--- config.mk ---
export PLATFORM = sky130hd
export DESIGN_NAME = load_writeback_unit
export DESIGN_NICKNAME = d
export VERILOG_FILES = /design/src/rtl/load_writeback_unit.sv
export SDC_FILE = /design/constraint.sdc
export NUM_CORES = 1
export LEC_CHECK = 0
export ABC_AREA = 1
export BUFFER_PORTS_ARGS = -buffer_cell sky130_fd_sc_hd__buf_2
export CAP_MARGIN = 15
export CELL_PAD_IN_SITES_DETAIL_PLACEMENT = 1
export CELL_PAD_IN_SITES_GLOBAL_PLACEMENT = 1
export CORE_MARGIN = 2
export CORE_UTILIZATION = 37
export CTS_BUF_LIST = sky130_fd_sc_hd__clkbuf_16
export CTS_CLUSTER_DIAMETER = 60
export CTS_CLUSTER_SIZE = 24
export DETAILED_ROUTE_END_ITERATION = 8
export GPL_TIMING_DRIVEN = 1
export PLACE_DENSITY_LB_ADDON = 0.1
export SLEW_MARGIN = 0
export SYNTH_ARGS = -nofsm -noshare
export SYNTH_HDL_FRONTEND = slang
export SYNTH_SLANG_ARGS = --single-unit
--- constraint.sdc ---
create_clock -name clk -period 2.1 [get_ports clk]
set_input_delay 0.42 -clock clk [delete_from_list [all_inputs] [get_ports clk]]
set_output_delay 0.42 -clock clk [all_outputs]
set_load 0.005 [all_outputs]
--- src/rtl/load_writeback_unit.sv ---
// load_writeback_unit: single-outstanding load master, memory read to register file writeback.
// Optional LOAD_ALIGN_CHECK_EN routes misaligned LH/LHU/LW requests to the format-error path.
module load_writeback_unit #(
  parameter int TIMEOUT_CYCLES = 16,
  parameter int CNT_W = 8
) (
  input  logic        clk,
  input  logic        rst,
  input  logic        req_valid,
  output logic        req_ready,
  input  logic [4:0]  req_rd,
  input  logic [2:0]  req_funct3,
  input  logic [31:0] req_addr,
  output logic        mem_re,
  output logic [31:0] mem_addr,
  input  logic        mem_rvalid,
  input  logic [31:0] mem_rdata,
  output logic [31:0] rf_data_in,
  output logic [4:0]  rf_Rd,
  output logic        rf_we,
  output logic        busy,
  output logic        timeout_err,
  output logic        fmt_err
);
  typedef enum logic [2:0] {IDLE, REQ, WAIT, WB, ERR} state_t;
  state_t           state_q;
  logic [CNT_W-1:0] cnt_q;
  logic [4:0]       rd_q;
  logic [2:0]       f3_q;
  logic [1:0]       ofs_q;
  logic             bad_req;
  logic [7:0]       byte_d;
  logic [15:0]      half_d;
  logic [31:0]      fmt_d;
  always_comb begin
    bad_req = (req_funct3 == 3'b011) || (req_funct3[2:1] == 2'b11);
`ifdef LOAD_ALIGN_CHECK_EN
    bad_req = bad_req || (req_funct3[1:0] == 2'b01 && req_addr[0])
                      || (req_funct3 == 3'b010 && req_addr[1:0] != 2'b00);
`endif
    byte_d = mem_rdata[{ofs_q, 3'b000} +: 8];
    half_d = mem_rdata[{ofs_q[1], 4'b0000} +: 16];
    // funct3[2] selects zero-extension, funct3[1:0] the access size
    fmt_d  = f3_q[1] ? mem_rdata
           : f3_q[0] ? {{16{half_d[15] & ~f3_q[2]}}, half_d}
           : {{24{byte_d[7] & ~f3_q[2]}}, byte_d};
  end
  always_ff @(posedge clk) begin
    if (rst) begin
      state_q     <= IDLE;
      cnt_q       <= '0;
      rd_q        <= '0;
      f3_q        <= '0;
      ofs_q       <= '0;
      req_ready   <= 1'b1;
      busy        <= 1'b0;
      mem_re      <= 1'b0;
      mem_addr    <= '0;
      rf_data_in  <= '0;
      rf_Rd       <= '0;
      rf_we       <= 1'b0;
      timeout_err <= 1'b0;
      fmt_err     <= 1'b0;
    end else begin
      mem_re      <= 1'b0;
      rf_we       <= 1'b0;
      timeout_err <= 1'b0;
      fmt_err     <= 1'b0;
      case (state_q)
        IDLE: if (req_valid) begin
          rd_q      <= req_rd;
          f3_q      <= req_funct3;
          ofs_q     <= req_addr[1:0];
          req_ready <= 1'b0;
          busy      <= 1'b1;
          if (bad_req) begin
            state_q <= ERR;
            fmt_err <= 1'b1;
          end else begin
            state_q  <= REQ;
            mem_re   <= 1'b1;
            mem_addr <= {req_addr[31:2], 2'b00};
          end
        end
        REQ: begin
          state_q <= WAIT;
          cnt_q   <= '0;
        end
        WAIT: if (mem_rvalid) begin
          state_q    <= WB;
          rf_we      <= rd_q != 5'd0;
          rf_Rd      <= rd_q;
          rf_data_in <= fmt_d;
        end else if (cnt_q == CNT_W'(TIMEOUT_CYCLES - 1)) begin
          state_q     <= IDLE;
          timeout_err <= 1'b1;
          req_ready   <= 1'b1;
          busy        <= 1'b0;
        end else begin
          cnt_q <= cnt_q + 1'b1;
        end
        default: begin
          state_q   <= IDLE;
          req_ready <= 1'b1;
          busy      <= 1'b0;
        end
      endcase
    end
  end
endmodule

# Yosys cells after proc, flatten, opt, wreduce, memory -nomap -nowiden
# Index checks and enable logic that the tools add are counted.
[totals]
wordCells = 70
output_inout_bits = 75
ff_bits = 94
input_bits = 76
[classes]
add_sub_neg = 1
shifts = 2
eq_ne = 10
reduce_logical = 13
muxes = 21
n_bitwise = 9
[ops]
columns = ["cell", "n"]
rows = [
  ["$mux W32", 2],
  ["$shiftx A32 B6 Y16", 1],
  ["$shiftx A32 B6 Y8", 1],
  ["$mux W8", 2],
  ["$pmux W8 S2", 1],
  ["$mux W3", 4],
  ["$mux W1", 9],
  ["$pmux W3 S3", 1],
  ["$reduce_or A3 Y1", 3],
  ["$add A8 B1 Y8 const B", 1],
  ["$eq A8 B4 Y1 const B", 1],
  ["$ne A2 B2 Y1 const B", 4],
  ["$not A1 Y1", 7],
  ["$eq A3 B2 Y1 const B", 2],
  ["$pmux W1 S3", 2],
  ["$reduce_and A2 Y1", 3],
  ["$reduce_and A3 Y1", 2],
  ["$reduce_bool A5 Y1", 1],
  ["$reduce_and A4 Y1", 1],
  ["$eq A3 B1 Y1 const B", 1],
  ["$logic_not A3 Y1", 1],
  ["$ne A3 B3 Y1 const B", 1],
  ["$and A1 B1 Y1", 2],
  ["$eq A2 B2 Y1 const B", 1],
  ["2 further kinds", 2],
]

# Longest topological paths before layout
[logic_depth]
depth_word = 5
depth_mapped = 10
ltp_nobuf = 9

# Worst setup path before layout
# OpenSTA, ideal clock, no wires.
[synth_timing]
path_type = "register to register"
start = "reg cnt_q[0]"
end = "reg busy"
arrival_ps = 1261
setup_slack_ps = 726
path_stages_with_launch = 9
required_ps = 1987
setup_ps = 113
path_cell_list = "dfxtp_1 -> ha_1 -> nand3_1 -> o21ai_0 -> nand2_1 -> nor2_1 -> nand2_1 -> nand2_1 -> nor2_1"
[synth_between]
elab_chain_len = 3
[synth_rtl]
columns = ["item", "line", "rtl"]
rows = [
  ["start, declared", "27", "logic [CNT_W-1:0] cnt_q;"],
  ["start signal, assigned", "100", "cnt_q <= cnt_q + 1'b1;"],
  ["$eq A8 B4 Y1", "94", "end else if (cnt_q == CNT_W'(TIMEOUT_CYCLES - 1)) begin"],
  ["$ne A2 B2 Y1 (no line)", "n/a", ""],
  ["$reduce_and A4 Y1 (no line)", "n/a", ""],
  ["end signal, assigned", "75", "busy <= 1'b1;"],
  ["end signal, assigned", "98", "busy <= 1'b0;"],
  ["end signal, assigned", "105", "busy <= 1'b0;"],
  ["end, declared", "21", "output logic busy,"],
]
# Every way passes these cells.
# A chain may end at the register's enable or synchronous reset.

# Final worst setup path
[layout_timing]
start = "reg ofs_q[1]"
end = "reg rf_data_in[6]"
[layout_between]
elab_chain_len = 3
word_cells_on_any_way = 4
cone_classes = "shift (2); mux (2)"
[layout_rtl]
columns = ["item", "line", "rtl"]
rows = [
  ["start, declared", "30", "logic [1:0] ofs_q;"],
  ["start signal, assigned", "73", "ofs_q <= req_addr[1:0];"],
  ["$shiftx A32 B6 Y8 / $shiftx A32 B6 Y16 (equally long branches)", "41, 42", ""],
  ["$mux W32 *", "45", ": f3_q[0] ? {{16{half_d[15] & ~f3_q[2]}}, half_d}"],
  ["$mux W32 *", "44", "fmt_d = f3_q[1] ? mem_rdata"],
  ["end signal, assigned", "93", "rf_data_in <= fmt_d;"],
  ["end, declared", "18", "output logic [31:0] rf_data_in,"],
]
# Mark *: on every way between the ends. The rest lies on a longest branch, timed or not.

==> summary.txt <==
Status - complete, no violations
Post-synth top area share - 46.1%
Worst r2r src - ofs_q[1]
Vias in the first global route - 4028
Top_reg_cell synth - dfxtp_1
Max_slew headroom - 60.9%
RSZ-0062 raised after global routing - no
Die X - 109 µm
Syn Area/Cell - 7.37 µm²
Final Hold Violating Endpoints - 0
Dpl hpwl - 8990 µm
Crit path launch type - flip-flop
Syn Inst Count - 554
Asr flop ratio synth - 0%
Drt total wl - 12300 µm
Fin. max-slew vios - 0
Crit path DAT - 2.11 ns
Via density - 5.00
Slowest library cell on the worst path - dfxtp_1
CP Capture Type - flip-flop
Final setup violation count - 0
Overall routing resource usage - 21.1%
DRT Pass-1 Iters - 4
DRC viols - 0
Depth of the worst register-to-register path - 4
Cell Pwr Density - 843 nW/µm²
GPL Wtd Cong - 0.874
Synth-to-Final Area Change - 26.8%
DR iter-0 viols - 153
Core area - 10800 µm²
Worst Setup EP - rf_data_in[6]
Synth Cell Area - 4080 µm²
Met2 routed WL - 5670 µm
Grt ovf - 0
Die ar. - 11900 µm²
Worst Path Max Fanout - 15
Vias - 4156
First-pass GRT wire length - 19600 µm
HP Class - in -> reg
Leak - 2.45 nW
Yosys reg bits - 94
Number of top-level pins - 151
Slew at the pin closest to its max-slew limit - 0.587 ns
WL met1 - 5730 µm
Clock slew at reported path FFs - 0.07 ns
DRT antenna net count - 0
Max layer used - met4
Cell Rows - 38
Post-synthesis sequential area ratio - 46.1%
CP Class - reg -> reg
Worst VDD drop - 0.000410 V
Commonest cells after routing, fill and taps aside - 148 x buf_2, 94 x dfxtp_1, 92 x nor2_1, 91 x nand2_1, 64 x o21ai_0
TNS Setup - 0 ns
Crit Reg-Reg Endpoint - rf_data_in[6]
Final min period - 1.83 ns
# nets final - 763
FMAX - 0.548 GHz
Clock Tree Buf Depth - 2
Worst Setup SP - ofs_q[1]
Worst skew pair latency - 0.34 ns
N_diodes - 0
CP cell instances - inv_1 > a21oi_1 > o21ai_0 > a21oi_2
Largest net degree at the start of global routing - 73
CP required - 2.38 ns
Leading cell type in the layout, fill and taps excluded - buf_2
Total power - 4.37 mW
Clk Tree Root Cell - clkbuf_16
CTS Sinks - 94
Die Y - 109 µm
Reg-to-reg slack, setup - 0.27 ns
Largest cells by area after synthesis - dfxtp_1 46%, nor2_1 8.5%, nand2_1 8.4%, o21ai_0 7.8%, a21oi_1 7.6%
Max-cap violations - 0
Fin crit share - 86.9%
Synth Warn # - 0
Area leader, netlist - dfxtp_1
WL/cell - 14.8 µm
CTS buffer count - 9
Core Util, Final - 48.0%
Initial antenna violation count - 0
Starting Density - 37.8%
EDFF count, synth - 0
Crit path largest cell delay - 0.57 ns
CTS HTree Levels - 3
IO Port Bufs - 148
Metal3 WL - 769 µm
Fin Clk Skew - 0.00788 ns
CTS tree - yes
Layout cells sized above 1 - 30.1%
Yosys cell types - 31
[cell usage after synthesis, types with 2 or more instances]
master     n
dfxtp_1   94
nor2_1    92
nand2_1   91
o21ai_0   64
a21oi_1   62
o21ai_1   30
inv_1     22
a21oi_2   15
clkbuf_1  15
buf_2      9
buf_4      7
nand3_1    7
inv_2      6
o22ai_1    5
or2_2      5
buf_6      4
nor3_1     4
nand2_2    3
nand4_1    3
nor2_4     3
nand2_4    2
nand3_2    2
[sequential cells by signal, summed over array words and instances (netlist names)]
| register | count |
|---|---|
| rf_data_in | 32 |
| mem_addr | 30 |
| cnt_q | 8 |
| rd_q | 5 |
| rf_Rd | 5 |
| f3_q | 3 |
| state_q | 3 |
| ofs_q | 2 |
| busy | 1 |
| fmt_err | 1 |
| mem_re | 1 |
| req_ready | 1 |
| rf_we | 1 |
| timeout_err | 1 |
[routing by layer]
layer | global-route usage (%) | vias up
met5 | 0 | -
met4 | 5.77 | 0
met3 | 5.44 | 9
met2 | 34.1 | 112
met1 | 27.7 | 1946
li1 | - | 2089
[worst max-delay path: cells and delay by family (launching register included)]
family	cells	cell delay, ns
buffers and inverters	1	0.29
AO/OA/AOI/OAI	3	0.89
flip-flops	1	0.57
[metrics by stage]
stage / cells / hold slack [ns] / setup slack (ns) / area, µm²
after floorplan: 555 / 0.449 / 0.726 / 4090
after global placement: 815 / 0.456 / 0.371 / 4880
after detailed placement: 815 / 0.472 / 0.190 / 4880
after CTS: 831 / 0.293 / 0.181 / 5170
after global routing: 831 / 0.319 / 0.0785 / 5180
final: 831 / 0.305 / 0.274 / 5180
[power breakdown]
group | switching (mW) | total, mW | internal (mW)
sequential | 0.0805 | 1.99 | 1.91
combinational | 0.483 | 0.777 | 0.295
clock | 0.766 | 1.60 | 0.833
[worst min path at each step]
stage / startpoint / endpoint / depth (start not counted)
finish: req_rd[0] / rd_q[0] / 3
global route: mem_rvalid / timeout_err / 2
CTS: req_rd[0] / rd_q[0] / 3
detailed placement: mem_addr[27] / mem_addr[27] / 2
global placement: mem_addr[6] / mem_addr[6] / 2
floorplan: ofs_q[0] / ofs_q[0] / 2
[area by class of cell]
type	instances	area, µm²
fillers	1395	5620
multi-input cells	396	1900
flip-flops and latches	94	1880
repair buffers	155	818
clock buffers	9	225
well taps	140	175
inverters	30	115
clock inverters	7	62.6
[kinds of logic after synthesis]
logic type	Yosys count	share of synthesized area, %
AND/OR/NAND/NOR	213	21.9
XOR/XNOR	2	0.429
buffers and inverters	65	7.69
other	1	0.0918
AO/OA/AOI/OAI	178	23.5
flip-flops	94	46.1
adder cells (fa/ha/maj)	1	0.306
[what timing repair did]
| item | 4_1_cts | 5_1_grt |
|---|---|---|
| resized for setup | 0 | 1 |
| hold buffers | 0 | 0 |
| setup buffers | 0 | 0 |
| endpoints found under the setup margin | 0 | 1 |
No activity file was read; power rests on OpenSTA's default activity.
